**config.mk**
```make
export PLATFORM = sky130hd
export DESIGN_NAME = mcp3_rr_encoder008x3
export DESIGN_NICKNAME = d
export VERILOG_FILES = /design/src/rtl/mcp3_prienc008x3.sv /design/src/rtl/mcp3_rr_encoder008x3.sv
export SDC_FILE = /design/constraint.sdc
export NUM_CORES = 1
export LEC_CHECK = 0
export ABC_AREA = 1
export ABC_CLOCK_PERIOD_IN_PS = 4800
export BUFFER_PORTS_ARGS = -buffer_cell sky130_fd_sc_hd__buf_2
export CORE_MARGIN = 2
export CORE_UTILIZATION = 40
export CTS_CLUSTER_DIAMETER = 80
export DETAILED_ROUTE_END_ITERATION = 6
export PLACE_DENSITY = 0.62
export SLEW_MARGIN = 5
export SYNTH_ARGS = -nofsm -noshare
export SYNTH_HDL_FRONTEND = slang
export SYNTH_SLANG_ARGS = --single-unit
export TNS_END_PERCENT = 20
```
**constraint.sdc**
```tcl
create_clock -name clock -period 4.8 [get_ports clock]
set_input_delay 0 -clock clock [delete_from_list [all_inputs] [get_ports clock]]
set_output_delay 0 -clock clock [all_outputs]
set_load 0.01 [all_outputs]
```
**src/rtl/mcp3_prienc008x3.sv**
```systemverilog
// Combinational 8->3 highest-set-bit encoder with an any-set flag.
// When no bit is set the index reads 0 and any is low.
module mcp3_prienc008x3 (
    input  logic [7:0] vec,
    output logic [2:0] idx,
    output logic       any
);

    always_comb begin
        idx = 3'd0;
        for (int i = 0; i < 8; i++) begin
            if (vec[i]) begin
                idx = 3'(i);
            end
        end
    end

    assign any = |vec;

endmodule

```
**src/rtl/mcp3_rr_encoder008x3.sv**
```systemverilog
// 8-way request arbiter/encoder: round-robin or fixed-priority winner,
// registered as a 3-bit index plus one-hot under a valid/ready handshake.
module mcp3_rr_encoder008x3 #(
    parameter bit FIXED_PRI = 1'b0,
    parameter int RESET_PTR = 0
) (
    input  logic       clock,
    input  logic       reset_n,
    input  logic [7:0] req,
    output logic       grant_valid,
    input  logic       grant_ready,
    output logic [2:0] grant_idx,
    output logic [7:0] grant_onehot,
    output logic [7:0] req_ack,
    output logic       busy
);

    typedef enum logic {
        IDLE  = 1'b0,
        GRANT = 1'b1
    } state_t;

    localparam logic [2:0] RESET_PTR_L = 3'(RESET_PTR);

    state_t      state;
    logic [2:0]  ptr;
    logic [15:0] doubled;
    logic [7:0]  rotated;
    logic [7:0]  lowest;
    logic [7:0]  reversed;
    logic [2:0]  rr_enc;
    logic        rr_any;
    logic [2:0]  rr_idx;
    logic [2:0]  fix_idx;
    logic        fix_any;
    logic [2:0]  win_idx;
    logic        req_any;
    logic        handshake;

    // Rotate so the pointer position lands at bit 0, then isolate the first
    // requester at or after the pointer.
    assign doubled = {req, req} >> ptr;
    assign rotated = doubled[7:0];
    assign lowest  = rotated & (~rotated + 8'd1);

    always_comb begin
        reversed = 8'd0;
        for (int i = 0; i < 8; i++) begin
            reversed[i] = lowest[7-i];
        end
    end

    mcp3_prienc008x3 u_rr_enc (
        .vec (reversed),
        .idx (rr_enc),
        .any (rr_any)
    );

    mcp3_prienc008x3 u_fix_enc (
        .vec (req),
        .idx (fix_idx),
        .any (fix_any)
    );

    // Bit-reversal turned the lowest-bit position k into 7-k; undo and re-offset.
    assign rr_idx  = ptr + (3'd7 - rr_enc);
    assign win_idx = FIXED_PRI ? fix_idx : rr_idx;
    assign req_any = FIXED_PRI ? fix_any : rr_any;

    assign handshake = (state == GRANT) && grant_ready;

    // Winner is sampled only in IDLE and then frozen until the consumer
    // accepts it; the pointer only advances past an accepted grant.
    always_ff @(posedge clock or negedge reset_n) begin
        if (!reset_n) begin
            state        <= IDLE;
            ptr          <= RESET_PTR_L;
            grant_idx    <= 3'd0;
            grant_onehot <= 8'd0;
        end else begin
            case (state)
                IDLE: begin
                    if (req_any) begin
                        state        <= GRANT;
                        grant_idx    <= win_idx;
                        grant_onehot <= 8'd1 << win_idx;
                    end
                end
                GRANT: begin
                    if (grant_ready) begin
                        state <= IDLE;
                        ptr   <= grant_idx + 3'd1;
                    end
                end
                default: state <= IDLE;
            endcase
        end
    end

    assign grant_valid = (state == GRANT);
    assign busy        = (state == GRANT);
    assign req_ack     = grant_onehot & {8{handshake}};

endmodule
```
Word level (Yosys, flattened, before mapping)
Index checks and enable logic that the tools add are counted.
{ "classes": {"addsub": 4, "shifts": 2, "n_mux": 10, "bitwise": 4, "n_reduce_logical": 4} }
{ "ops": {"columns": ["operator", "n"], "rows": [
  ["bitwise AND 8 bit", 2],
  ["right shift 16 x 3 -> 8 bit", 1],
  ["2-to-1 mux 3 bit", 4],
  ["adder 8 x 1 -> 8 bit, second input constant", 1],
  ["NOT 8 bit", 1],
  ["OR reduction 8 bit", 1],
  ["left shift 1 x 3 -> 8 bit, first input constant", 1],
  ["2-to-1 mux 2 bit", 2],
  ["AND reduction 2 bit", 2],
  ["adder 3 x 1 -> 3 bit, second input constant", 1],
  ["adder 3 bit", 1],
  ["2-to-1 mux 1 bit", 3],
  ["subtractor 3 bit, first input constant", 1],
  ["one-hot mux 1 bit (2 select lines)", 1],
  ["logical AND 1 bit", 1],
  ["NOT 1 bit", 1]
]} }
{ "totals": {"ff_bits": 15, "output_inout_bits": 21} }

Depth between registers and ports, before layout
Gate-level depths: netlist of the first run.
{ "logic_depth": {"ltp_word": 14, "ltp_mapped": 19, "ltp_nobuf": 18} }

By module
A second synthesis of the first run with hierarchy kept.
{ "unflattened": {"hier_cells": 182, "hier_area_um2": 1272.5} }
{ "modules_own_cells": {"columns": ["module", "instances", "cells_each", "area_each_um2"], "rows": [
  ["mcp3_rr_encoder008x3", 1, 162, 1194.9],
  ["mcp3_prienc008x3", 1, 20, 77.6]
]} }

Least setup slack after synthesis of the first run
OpenSTA, ideal clock, no wires.
{ "synth_path": {"path_type": "reg-to-reg", "from": "register ptr[0]", "to": "register grant_onehot[0]", "arrival_ns": 2.329, "setup_slack_ns": 2.406, "path_stages_with_launch": 18, "synth_period_minus_slack_ns": 2.394, "path_cell_list": "dfrtp_1 buf_6 inv_4 nand2_2 nand3_1 nand3_1 nand2_1 nor2_4 nand2_2 nor2_1 a211oi_1 ha_1 inv_1 fa_1 inv_1 nor2_1 nand3_1 nand2_1"} }
{ "synth_between": {"elab_chain_cells": 14} }
{ "synth_rtl": {"columns": ["item", "line", "source"], "rows": [
  ["start, declared", "mcp3_rr_encoder008x3.sv:26", "logic [2:0] ptr;"],
  ["start signal, assigned", "mcp3_rr_encoder008x3.sv:92", "ptr <= grant_idx + 3'd1;"],
  ["right shift 16 x 3 -> 8 bit", "mcp3_rr_encoder008x3.sv:42", "assign doubled = {req, req} >> ptr;"],
  ["NOT 8 bit", "mcp3_rr_encoder008x3.sv:44", "assign lowest = rotated & (~rotated + 8'd1);"],
  ["adder 8 x 1 -> 8 bit", "mcp3_rr_encoder008x3.sv:44", null],
  ["bitwise AND 8 bit", "mcp3_rr_encoder008x3.sv:44", null],
  ["2-to-1 mux 1 bit", "mcp3_prienc008x3.sv:12", "if (vec[i]) begin"],
  ["2-to-1 mux 2 bit (2 in a row)", "mcp3_prienc008x3.sv:12", null],
  ["2-to-1 mux 3 bit (4 in a row)", "mcp3_prienc008x3.sv:12", null],
  ["subtractor 3 bit", "mcp3_rr_encoder008x3.sv:66", "assign rr_idx = ptr + (3'd7 - rr_enc);"],
  ["adder 3 bit", "mcp3_rr_encoder008x3.sv:66", null],
  ["left shift 1 x 3 -> 8 bit", "mcp3_rr_encoder008x3.sv:86", "grant_onehot <= 8'd1 << win_idx;"],
  ["end signal, assigned", "mcp3_rr_encoder008x3.sv:86", null],
  ["end, declared", "mcp3_rr_encoder008x3.sv:13", "output logic [7:0] grant_onehot,"]
]} }
Parallel ways exist; a longest one is shown, timed or not.
A chain may end at the register's enable or synchronous reset.

Worst setup path in the final report of the first run
{ "layout_path": {"from": "register ptr[0]", "to": "register grant_onehot[4]"} }
Same word-level chain as after synthesis.

==> impl_metrics.toml, run 1 <==
[global_route]
grt_overflow = 0
grt-busiest-layer = "met2"
use_met3_pct = 2.49
grt_pass1_wl_mm = 4.66
gr-usage-met2_pct = 33.2
antenna_found_initial = 0
grt.total_usage_pct = 17.9
grt_use_met1_pct = 20.3
grt_max_degree = 17
grt_pass1_vias = 1109

[yosys]
ys_ff_latch = 15
avgSynthCellArea_um2 = 6.65
synth-simple-area-share_pct = 45.3
synthCells = 171
synthFlopType = "dfrtp_1"
synth_fp_nets = 185
ys_warn_count = 0
muxShareOfSynthArea_pct = 0
synth_top_family_by_area = "simple AND/OR/NAND/NOR gates"
yosys.area_share.xor_xnor_pct = 0.770
syn_area_mm2 = 0.00114
yosysSeqAreaShare_pct = 33.0
ys_types = 23
synth-edff-count = 0
synth_adder_area_share_pct = 3.96
async_flop_share_pct = 100
synth-compound-area-share_pct = 6.27

[detailed_routing]
routedWlPerCell_um = 11.7
viasPerCell = 5.19
drc = 0
ant_nets = 0
wirelength_mm = 2.74
num_vias = 1209
drt_iter0_drc = 51
drtPass1Iterations = 4

[clock_network]
htree_levels = 1
cts_buffers = 3
cts.sink_count = 15
cts_buffer_depth = 2
clk_latency_ns = 0.29
ctsRootBufferMaster = "clkbuf_4"
clk_pin_slew_worst_paths_ns = 0.09
tritoncts = "yes"

[floorplan]
core_mm2 = 0.00273
die_area_mm2 = 0.00329
die_y_um = 57.3
start_util_pct = 41.6
rows = 19
io_pins = 32
die_w_um = 57.3

[place]
dp_hpwl_mm = 2.15
portBuffers = 31
place_area_mm2 = 0.00129
gp_congestion = 0.808
dp_slack_ns = 2.09
place_inst = 227

[critical_path]
crit_path_cell_trace = "inv_4 -> nand2_2 -> nand3_1 -> nand3_1 -> o21ai_0 -> inv_1 -> nor2_1 -> nor2_1 -> nor2_1 -> a211oi_1 -> ha_1 -> inv_1 -> fa_1 -> inv_1 -> nor2_1 -> nand3_1 -> nand2_1"
slowest_delay_ns = 0.59
cp_data_arrival_time_ns = 3.00
crit_family = "adder cells"
crit_buf_inv = 4
cp_common_cell = "nor2_1"
rrSetupSlack_ns = 2.03
cp.required_ns = 5.03
end_kind = "flop"
path_max_fanout = 11
startpoint_type = "flop"
timing_worst_setup_path_type = "reg -> reg"
crit_slowest_cell = "fa_1"

[final_layout]
seq_area_um2 = 375
multi_input_area_um2 = 641
final_core_util_pct = 48.8
fin_area_mm2 = 0.00133
fill_cells = 278
drive_above_1_share_pct = 23.3
final_cells = 233
diodes = 0
layout.nets = 217
syn2layout_area_growth_pct = 17.3

[sta]
tns_ns = 0
hold_viol_final = 0
fmax_mhz = 361
setup_viol = 0
period_needed_ns = 2.77
tightest_slew_ns = 0.439
fin_worst_skew_ns = 0.00578
relSlewSlack_pct = 70.7
rsz0062_at_grt = "false"
slew_viol_final = 0
finalCritPeriodShare_pct = 57.7
fin_ws_ns = 2.03

[run]
cap_violations = 0

[pwr]
ir_worst_vdd_mv = 0.420
p_leak_uw = 0.000749
powerDensity_mw_per_mm2 = 789

[worst_hold_path]
hold_class = "in -> async"

[status]
status = "finished, final reports clean"
## path summary, 6_finish.rpt
kind | start | end | cells after the start
max | ptr[0] | grant_onehot[4] | 17
min | reset_n | grant_onehot[3] | 2
max reg2reg | ptr[0] | grant_onehot[4] | 17
min reg2reg | grant_onehot[2] | grant_onehot[2] | 2
max in group asynchronous | reset_n | ptr[0] | 2
min in group clock | grant_ready | busy | 3
## cells by family after synthesis
kind of cell / after synthesis
DFF: 15
xor gates and xnor gates: 1
AOI/OAI and AO/OA: 11
buffers and inverters: 25
adders and majority gates: 3
and+or+nand+nor: 116
## cell usage after synthesis, types with 2 or more instances
cell,count,area [um^2]
nor2_1,17,63.8
ha_1,2,25.0
clkbuf_1,2,7.51
o21ai_0,4,20.0
inv_4,2,12.5
buf_4,2,15.0
nand2_1,50,188
nand2_2,5,31.3
inv_1,16,60.1
nand3_1,41,205
buf_6,2,22.5
dfrtp_1,15,375
o21ai_1,3,15.0
## per-stage QoR
| step | power, uW | hold slack (ns) |
|---|---|---|
| 6_report | 1050 | 0.131 |
| 5_1_grt | 1180 | 0.144 |
| 4_1_cts | 1060 | 0.146 |
| 3_5_place_dp | 979 | -0.0702 |
| 3_3_place_gp | 969 | -0.0796 |
| 2_1_floorplan | 836 | -0.296 |
## per-layer routing
| layer | wire, um | part of all wire [%] | vias up |
|---|---|---|---|
| li1 | - | - | 612 |
| met5 | 0 | 0 | - |
| met4 | 44 | 1.6 | 0 |
| met1 | 1200 | 44 | 548 |
| met3 | 134 | 4.9 | 5 |
| met2 | 1360 | 50 | 44 |
## state kept, by name, summed over array words and instances, names as in the netlist
signal        count
ptr               3
grant_onehot      8
busy              1
grant_idx         3
## report_power, final
group | internal, uW | switching, uW
Clock | 31.0 | 42.4
Sequential | 174 | 64.6
Combinational | 257 | 483
Total | 462 | 590
## placed cells by master (no fill, tap or decap)
cell type and n:
a211oi_1 1, a21oi_1 1, buf_2 31, clkbuf_4 3
clkinv_2 1, dfrtp_1 15, dlygate4sd3_1 2, fa_1 1
ha_1 2, inv_1 16, inv_2 1, inv_4 2
nand2_1 50, nand2_2 5, nand3_1 41, nand3_2 1
nor2_1 17, nor2_2 1, nor2_4 1, o21ai_0 4
o21ai_1 3, o21ai_4 1, o31ai_1 1, xnor2_1 1
## worst register-to-register path, delay by kind of cell (launching register included)
family          cells  cell delay, ns
fa+ha+maj           2            0.78
buf+inv             4            0.30
flops               1            0.58
compound gates      2            0.31
simple gates        9            0.76
## final cells by class
type                    count  area share [%]
repair buffers             33            13.1
well taps                  31            2.91
multi-input cells         131            48.0
clock inverters             1           0.375
flip-flops and latches     15            28.1
clock buffers               3            1.69
inverters                  19            5.72
## timing repair
action / in CTS / in global routing
resized for setup: 0 / 0
setup buffers: 0 / 0
hold buffers: 2 / 0
hold endpoints to repair: 16 / 0
endpoints found under the setup margin: 0 / 0
Power figures use the tool's default switching activity.
==> run 2, diff against run 1 <==
Settings changed: ABC_AREA 1 to 0, ABC_CLOCK_PERIOD_IN_PS 4800 to 2700.
Clock period 4.8 ns to 2.7 ns, I/O delays scaled along.
==> impl_metrics.toml, run 2 <==
[detailed_routing]
wirelength_mm = 2.71
viasPerCell = 5.42
num_vias = 997
routedWlPerCell_um = 14.7
drtPass1Iterations = 4
drt_iter0_drc = 27
ant_nets = 0
drc = 0

[sta]
finalCritPeriodShare_pct = 112
holdWs_ns = 0.149
fmax_mhz = 330
slew_viol_final = 0
rsz0062_at_grt = "true"
relSlewSlack_pct = 76.2
tightest_slew_ns = 0.357
fin_worst_skew_ns = 0.00441
setup_viol = 10
hold_viol_final = 0
period_needed_ns = 3.03
fin_ws_ns = -0.326

[floorplan]
die_area_mm2 = 0.00325
die_y_um = 57.0
io_pins = 32
die_w_um = 57.0
core_mm2 = 0.00271
rows = 19
start_util_pct = 41.5

[global_route]
grt_max_degree = 16
grt.total_usage_pct = 17.7
grt_pass1_wl_mm = 4.57
grt_overflow = 0
grt_pass1_vias = 991
antenna_found_initial = 0

[pwr]
ir_worst_vdd_mv = 0.866
powerDensity_mw_per_mm2 = 1200
p_leak_uw = 0.000762

[critical_path]
slowest_delay_ns = 0.60
startpoint_type = "flop"
timing_worst_setup_path_type = "reg -> reg"
crit_slowest_cell = "fa_2"
crit_buf_inv = 2
crit_family = "adder cells"
end_kind = "flop"
cp.required_ns = 2.92
crit_path_cell_trace = "buf_6 -> mux4_2 -> nor2_1 -> o21ai_1 -> o211ai_1 -> a21oi_1 -> o32ai_2 -> ha_2 -> inv_2 -> fa_2 -> nor3b_4 -> a22o_1"
path_max_fanout = 6
cp_data_arrival_time_ns = 3.24

[yosys]
yosysSeqAreaShare_pct = 33.4
syn_area_mm2 = 0.00112
synthFlopType = "dfrtp_1"
synth_adder_area_share_pct = 4.00
yosys.area_share.xor_xnor_pct = 3.67
synth-compound-area-share_pct = 14.7
synth-simple-area-share_pct = 17.5
ys_ff_latch = 15
synthMostInstantiatedCell = "dfrtp_1"
synthCells = 105
ys_types = 35
synth_top_area_share_pct = 33.4
muxShareOfSynthArea_pct = 20.5
synth_fp_nets = 119
avgSynthCellArea_um2 = 10.7
synthTopCellsByArea = "dfrtp_1 (33%), mux4_2 (8.0%), a22o_1 (6.2%), mux2_2 (5.0%), and3_1 (4.4%)"
async_flop_share_pct = 100
netlist_top_cells_count = "dfrtp_1 (15), nand2_1 (10), a22o_1 (8), and3_1 (8), nor2_1 (7)"
synth_top_family_by_area = "multiplexers"
yosysTopAreaCell = "dfrtp_1"
synth-edff-count = 0
ys_warn_count = 0

[place]
gp_congestion = 0.900
dp_hpwl_mm = 2.01
portBuffers = 31
place_area_mm2 = 0.00140

[final_layout]
layout_commonest_cell = "buf_2"
drive_above_1_share_pct = 55.6
reg_top3 = "grant_onehot: 8 flops, grant_idx: 3 flops, ptr: 3 flops"
largest_reg_flops = 8
layout.nets = 168
diodes = 0
top_register = "grant_onehot"
fin_area_mm2 = 0.00153
most-common-layout-cells = "buf_2 (31), buf_4 (17), dfrtp_1 (13)"
syn2layout_area_growth_pct = 35.8
fill_cells = 235
final_core_util_pct = 56.4

[status]
violations = "setup timing"
status = "finished, violations left"

[clock_network]
cts.sink_count = 15
clk_pin_slew_worst_paths_ns = 0.08
clk_latency_ns = 0.28
cts_buffer_depth = 2
cts_buffers = 3
ctsRootBufferMaster = "clkbuf_4"
htree_levels = 1
tritoncts = "yes"

[run]
cap_violations = 0

[worst_hold_path]
hold_class = "in -> async"
## run 2: cell types whose count changed after synthesis, moves of 3 or more
cell     previous run  this run
inv_1              16         3
mux2_2              0         5
and3_1              0         8
nand2_2             5         0
nor2_1             17         7
mux2_1              0         3
nor3_1              0         3
a22o_1              0         8
mux4_2              0         4
nand3_1            41         0
nand2_1            50        10
## run 2: layout make-up
cell class | instances | area, um^2 | share of cell area (%)
Multi-Input combinational cell | 80 | 758 | 49.6
Inverter | 3 | 11.3 | 0.737
Timing Repair Buffer | 51 | 315 | 20.6
Tap cell | 31 | 38.8 | 2.54
Clock buffer | 4 | 26.3 | 1.72
Sequential cell | 15 | 378 | 24.7
## run 2: kinds of logic (layout without fill, tap and decap cells)
| group | after synthesis | count (layout) |
|---|---|---|
| AO/OA/AOI/OAI | 23 | 23 |
| flip-flops | 15 | 15 |
| buffers and inverters | 10 | 58 |
| multiplexers | 16 | 16 |
| AND/OR/NAND/NOR | 35 | 35 |
| adder cells (fa/ha/maj) | 3 | 3 |
| XOR/XNOR | 3 | 3 |
## run 2: worst paths after layout
path	start	to	slack, ns	depth (start not counted)
max	ptr[1]	grant_onehot[0]	-0.33	12
min	reset_n	grant_onehot[2]	0.15	2
max reg2reg	ptr[1]	grant_onehot[0]	-0.33	12
min reg2reg	grant_onehot[4]	grant_onehot[4]	0.53	1
max in group asynchronous	reset_n	ptr[0]	2.29	2
min in group clock	grant_ready	ptr[2]	0.17	3
## run 2: repair_timing
| action | 4_1_cts | 5_1_grt |
|---|---|---|
| endpoints found under the hold margin | 15 | 0 |
| gates resized for setup | 8 | 15 |
| endpoints found under the setup margin | 10 | 10 |
| hold buffers | 1 | 0 |
| pin swaps | 3 | 5 |
| setup buffers | 3 | 0 |
## run 2: report_power, final
| group | internal, uW | total [uW] | switching (uW) |
|---|---|---|---|
| clock network | 57.3 | 123 | 65.6 |
| registers | 310 | 408 | 97.9 |
| logic | 680 | 1300 | 623 |
| total | 1050 | 1830 | 786 |
## run 2: stage by stage
stage	setup TNS (ns)	std cells	total power, uW	setup WS (ns)
floorplan	-0.442	105	1170	-0.0679
global placement	-2.09	176	1490	-0.251
detailed placement	-2.91	176	1510	-0.352
CTS	-1.84	184	1740	-0.239
global route	-4.19	184	1980	-0.479
finish	-2.65	184	1830	-0.326
## run 2: per-layer routing
metal | routed length (um) | up-vias | global-route usage [%]
met1 | 1200 | 481 | 23.8
met2 | 1370 | 27 | 29.1
li1 | - | 485 | -
met5 | 0 | - | 0
met3 | 98 | 4 | 2.72
met4 | 44 | 0 | 6.31
==> run 3, diff against run 2 <==
Settings changed: PLACE_DENSITY 0.62 to 0.61, SYNTH_HIERARCHICAL set to 1.
==> impl_metrics.toml, run 3 <==
[status]
status = "finished, violations left"
violations = "setup timing"

[yosys]
synthFlopType = "dfrtp_1"
netlist_top_cells_count = "dfrtp_1 (15), nand2_1 (15), and3_1 (8), nor2_1 (8)"
ys_types = 42
async_flop_share_pct = 100
ys_warn_count = 6
syn_area_mm2 = 0.00130
ys_ff_latch = 15
avgSynthCellArea_um2 = 9.77
synth_fp_nets = 147
synthCells = 133
synth_top_area_share_pct = 28.9
synth-edff-count = 0
yosysTopAreaCell = "dfrtp_1"
yosysSeqAreaShare_pct = 28.9
synthTopCellsByArea = "dfrtp_1 (29%), mux4_2 (12%), nand2_1 (4.3%), and3_1 (3.8%), mux2i_1 (3.8%)"

[sta]
tightest_slew_ns = 0.436
fin_worst_skew_ns = 0.00812
fin_ws_ns = -0.714
fmax_mhz = 293
rsz0062_at_grt = "true"
hold_viol_final = 0
period_needed_ns = 3.41
finalCritPeriodShare_pct = 126
relSlewSlack_pct = 70.7
holdWs_ns = 0.135
setup_viol = 11
slew_viol_final = 0

[floorplan]
die_y_um = 61.0
start_util_pct = 42.2
io_pins = 32
core_mm2 = 0.00308
die_w_um = 61.0
die_area_mm2 = 0.00372
rows = 20

[final_layout]
top_register = "grant_onehot"
drive_above_1_share_pct = 52.4
largest_reg_flops = 8
syn2layout_area_growth_pct = 53.5
diodes = 0
multi_input_area_um2 = 950
seq_area_um2 = 377
most-common-layout-cells = "buf_4 (40), buf_2 (31), nand2_1 (15)"
reg_top3 = "grant_onehot: 8 flops, grant_idx: 3 flops, ptr: 3 flops"
layout.nets = 221
layout_commonest_cell = "buf_4"
fill_cells = 264

[clock_network]
cts_buffers = 3
tritoncts = "yes"
clk_pin_slew_worst_paths_ns = 0.09
htree_levels = 1
cts_buffer_depth = 2
ctsRootBufferMaster = "clkbuf_4"
cts.sink_count = 15
clk_latency_ns = 0.29

[run]
cap_violations = 0

[place]
gp_congestion = 0.858
portBuffers = 31
dp_hpwl_mm = 2.84

[detailed_routing]
viasPerCell = 5.31
num_vias = 1327
drtPass1Iterations = 4
routedWlPerCell_um = 14.8
wirelength_mm = 3.71
ant_nets = 0
drt_iter0_drc = 95
drc = 0

[pwr]
p_leak_uw = 0.000942
power_uw = 2810
ir_worst_vdd_mv = 0.978
powerDensity_mw_per_mm2 = 1410

[global_route]
grt_max_degree = 16
grt_pass1_wl_mm = 6.13
grt_pass1_vias = 1293
antenna_found_initial = 0
grt_overflow = 0
grt.total_usage_pct = 22.4

[worst_hold_path]
hold_class = "in -> async"

[critical_path]
cp.required_ns = 2.92
startpoint_type = "flop"
timing_worst_setup_path_type = "reg -> reg"
end_kind = "flop"
cp_data_arrival_time_ns = 3.63
path_max_fanout = 6
-- run 3: changes by cell type after synthesis, sizes merged, moves of 3 or more --
cell / previous run / this run
mux2: 10 / 5
a22o: 8 / 4
mux4: 4 / 8
mux2i: 2 / 5
nand2b: 1 / 5
o31ai: 0 / 3
inv: 3 / 8
nor2b: 0 / 3
nand2: 10 / 15
-- run 3: cell families (layout without fill, tap and decap cells) --
kind of cell               after synthesis  after routing  synth area share [%]
AOI/OAI and AO/OA                       23             23                  13.1
buffers and inverters                   16             88                  5.39
adders and majority gates                3              3                  3.46
xor gates and xnor gates                 3              4                  2.02
and+or+nand+nor                         55             55                  24.5
DFF                                     15             15                  28.9
muxes                                   18             18                  22.6
-- run 3: timing repair --
action	CTS	global route
gates cloned	2	0
gates resized for setup	7	4
hold buffers	1	0
buffers inserted	0	0
endpoints found under the hold margin	15	0
pin swaps	9	0
setup endpoints to repair	11	12
-- run 3: routing by layer --
metal	vias to the layer above	global-route usage, %	wire length [um]
met5	-	0	0
met4	0	6.52	43
li1	651	-	-
met1	644	31.0	1650
met3	6	2.31	95
met2	26	37.6	1920
-- run 3: final cells by class --
cell class                      count  share of cell area (%)
Tap cell                           44                    2.76
Clock buffer                        4                    1.32
Multi-Input combinational cell    103                    47.6
Timing Repair Buffer               76                    28.0
Sequential cell                    15                    18.9
Inverter                            8                    1.50
-- run 3: report_power, final --
group	leakage, uW	switching (uW)	internal, uW
clock	0.0000150	69.6	57.4
combinational	0.000736	1050	1220
sequential	0.000191	108	313
-- run 3: path summary, 6_finish.rpt --
check | start | endpoint | slack (ns) | depth (start not counted)
min in group clock | grant_ready | ptr[2] | 0.19 | 3
max in group asynchronous | reset_n | ptr[0] | 2.28 | 2
hold reg to reg | grant_onehot[6] | grant_onehot[6] | 0.51 | 2
hold / removal | reset_n | grant_onehot[3] | 0.14 | 2
setup / recovery | ptr[0] | grant_onehot[7] | -0.71 | 13
setup reg to reg | ptr[0] | grant_onehot[7] | -0.71 | 13
-- run 3: critical path: stages (launching register included) --
cell and delay (ns):
dfrtp_2 0.45, mux4_2 0.55, mux2_4 0.29, nand3b_1 0.22, nor4b_2 0.33, a21oi_1 0.13, o31ai_2 0.19, inv_1 0.10
ha_4 0.16, inv_2 0.05, fa_2 0.48, nor3b_2 0.23, inv_1 0.06, o21ai_1 0.11
-- run 3: through the flow --
step | std cells | util, % | worst slack [ns] | TNS (ns) | area [um^2]
floorplan | 133 | - | -0.553 | -4.94 | 1320
global placement | 243 | 60.1 | -0.689 | -6.50 | 1850
detailed placement | 243 | 60.1 | -0.864 | -8.09 | 1850
CTS | 250 | 64.0 | -0.728 | -7.06 | 1970
global route | 250 | 64.8 | -0.938 | -9.15 | 2000
finish | 250 | 64.8 | -0.714 | -6.86 | 2000
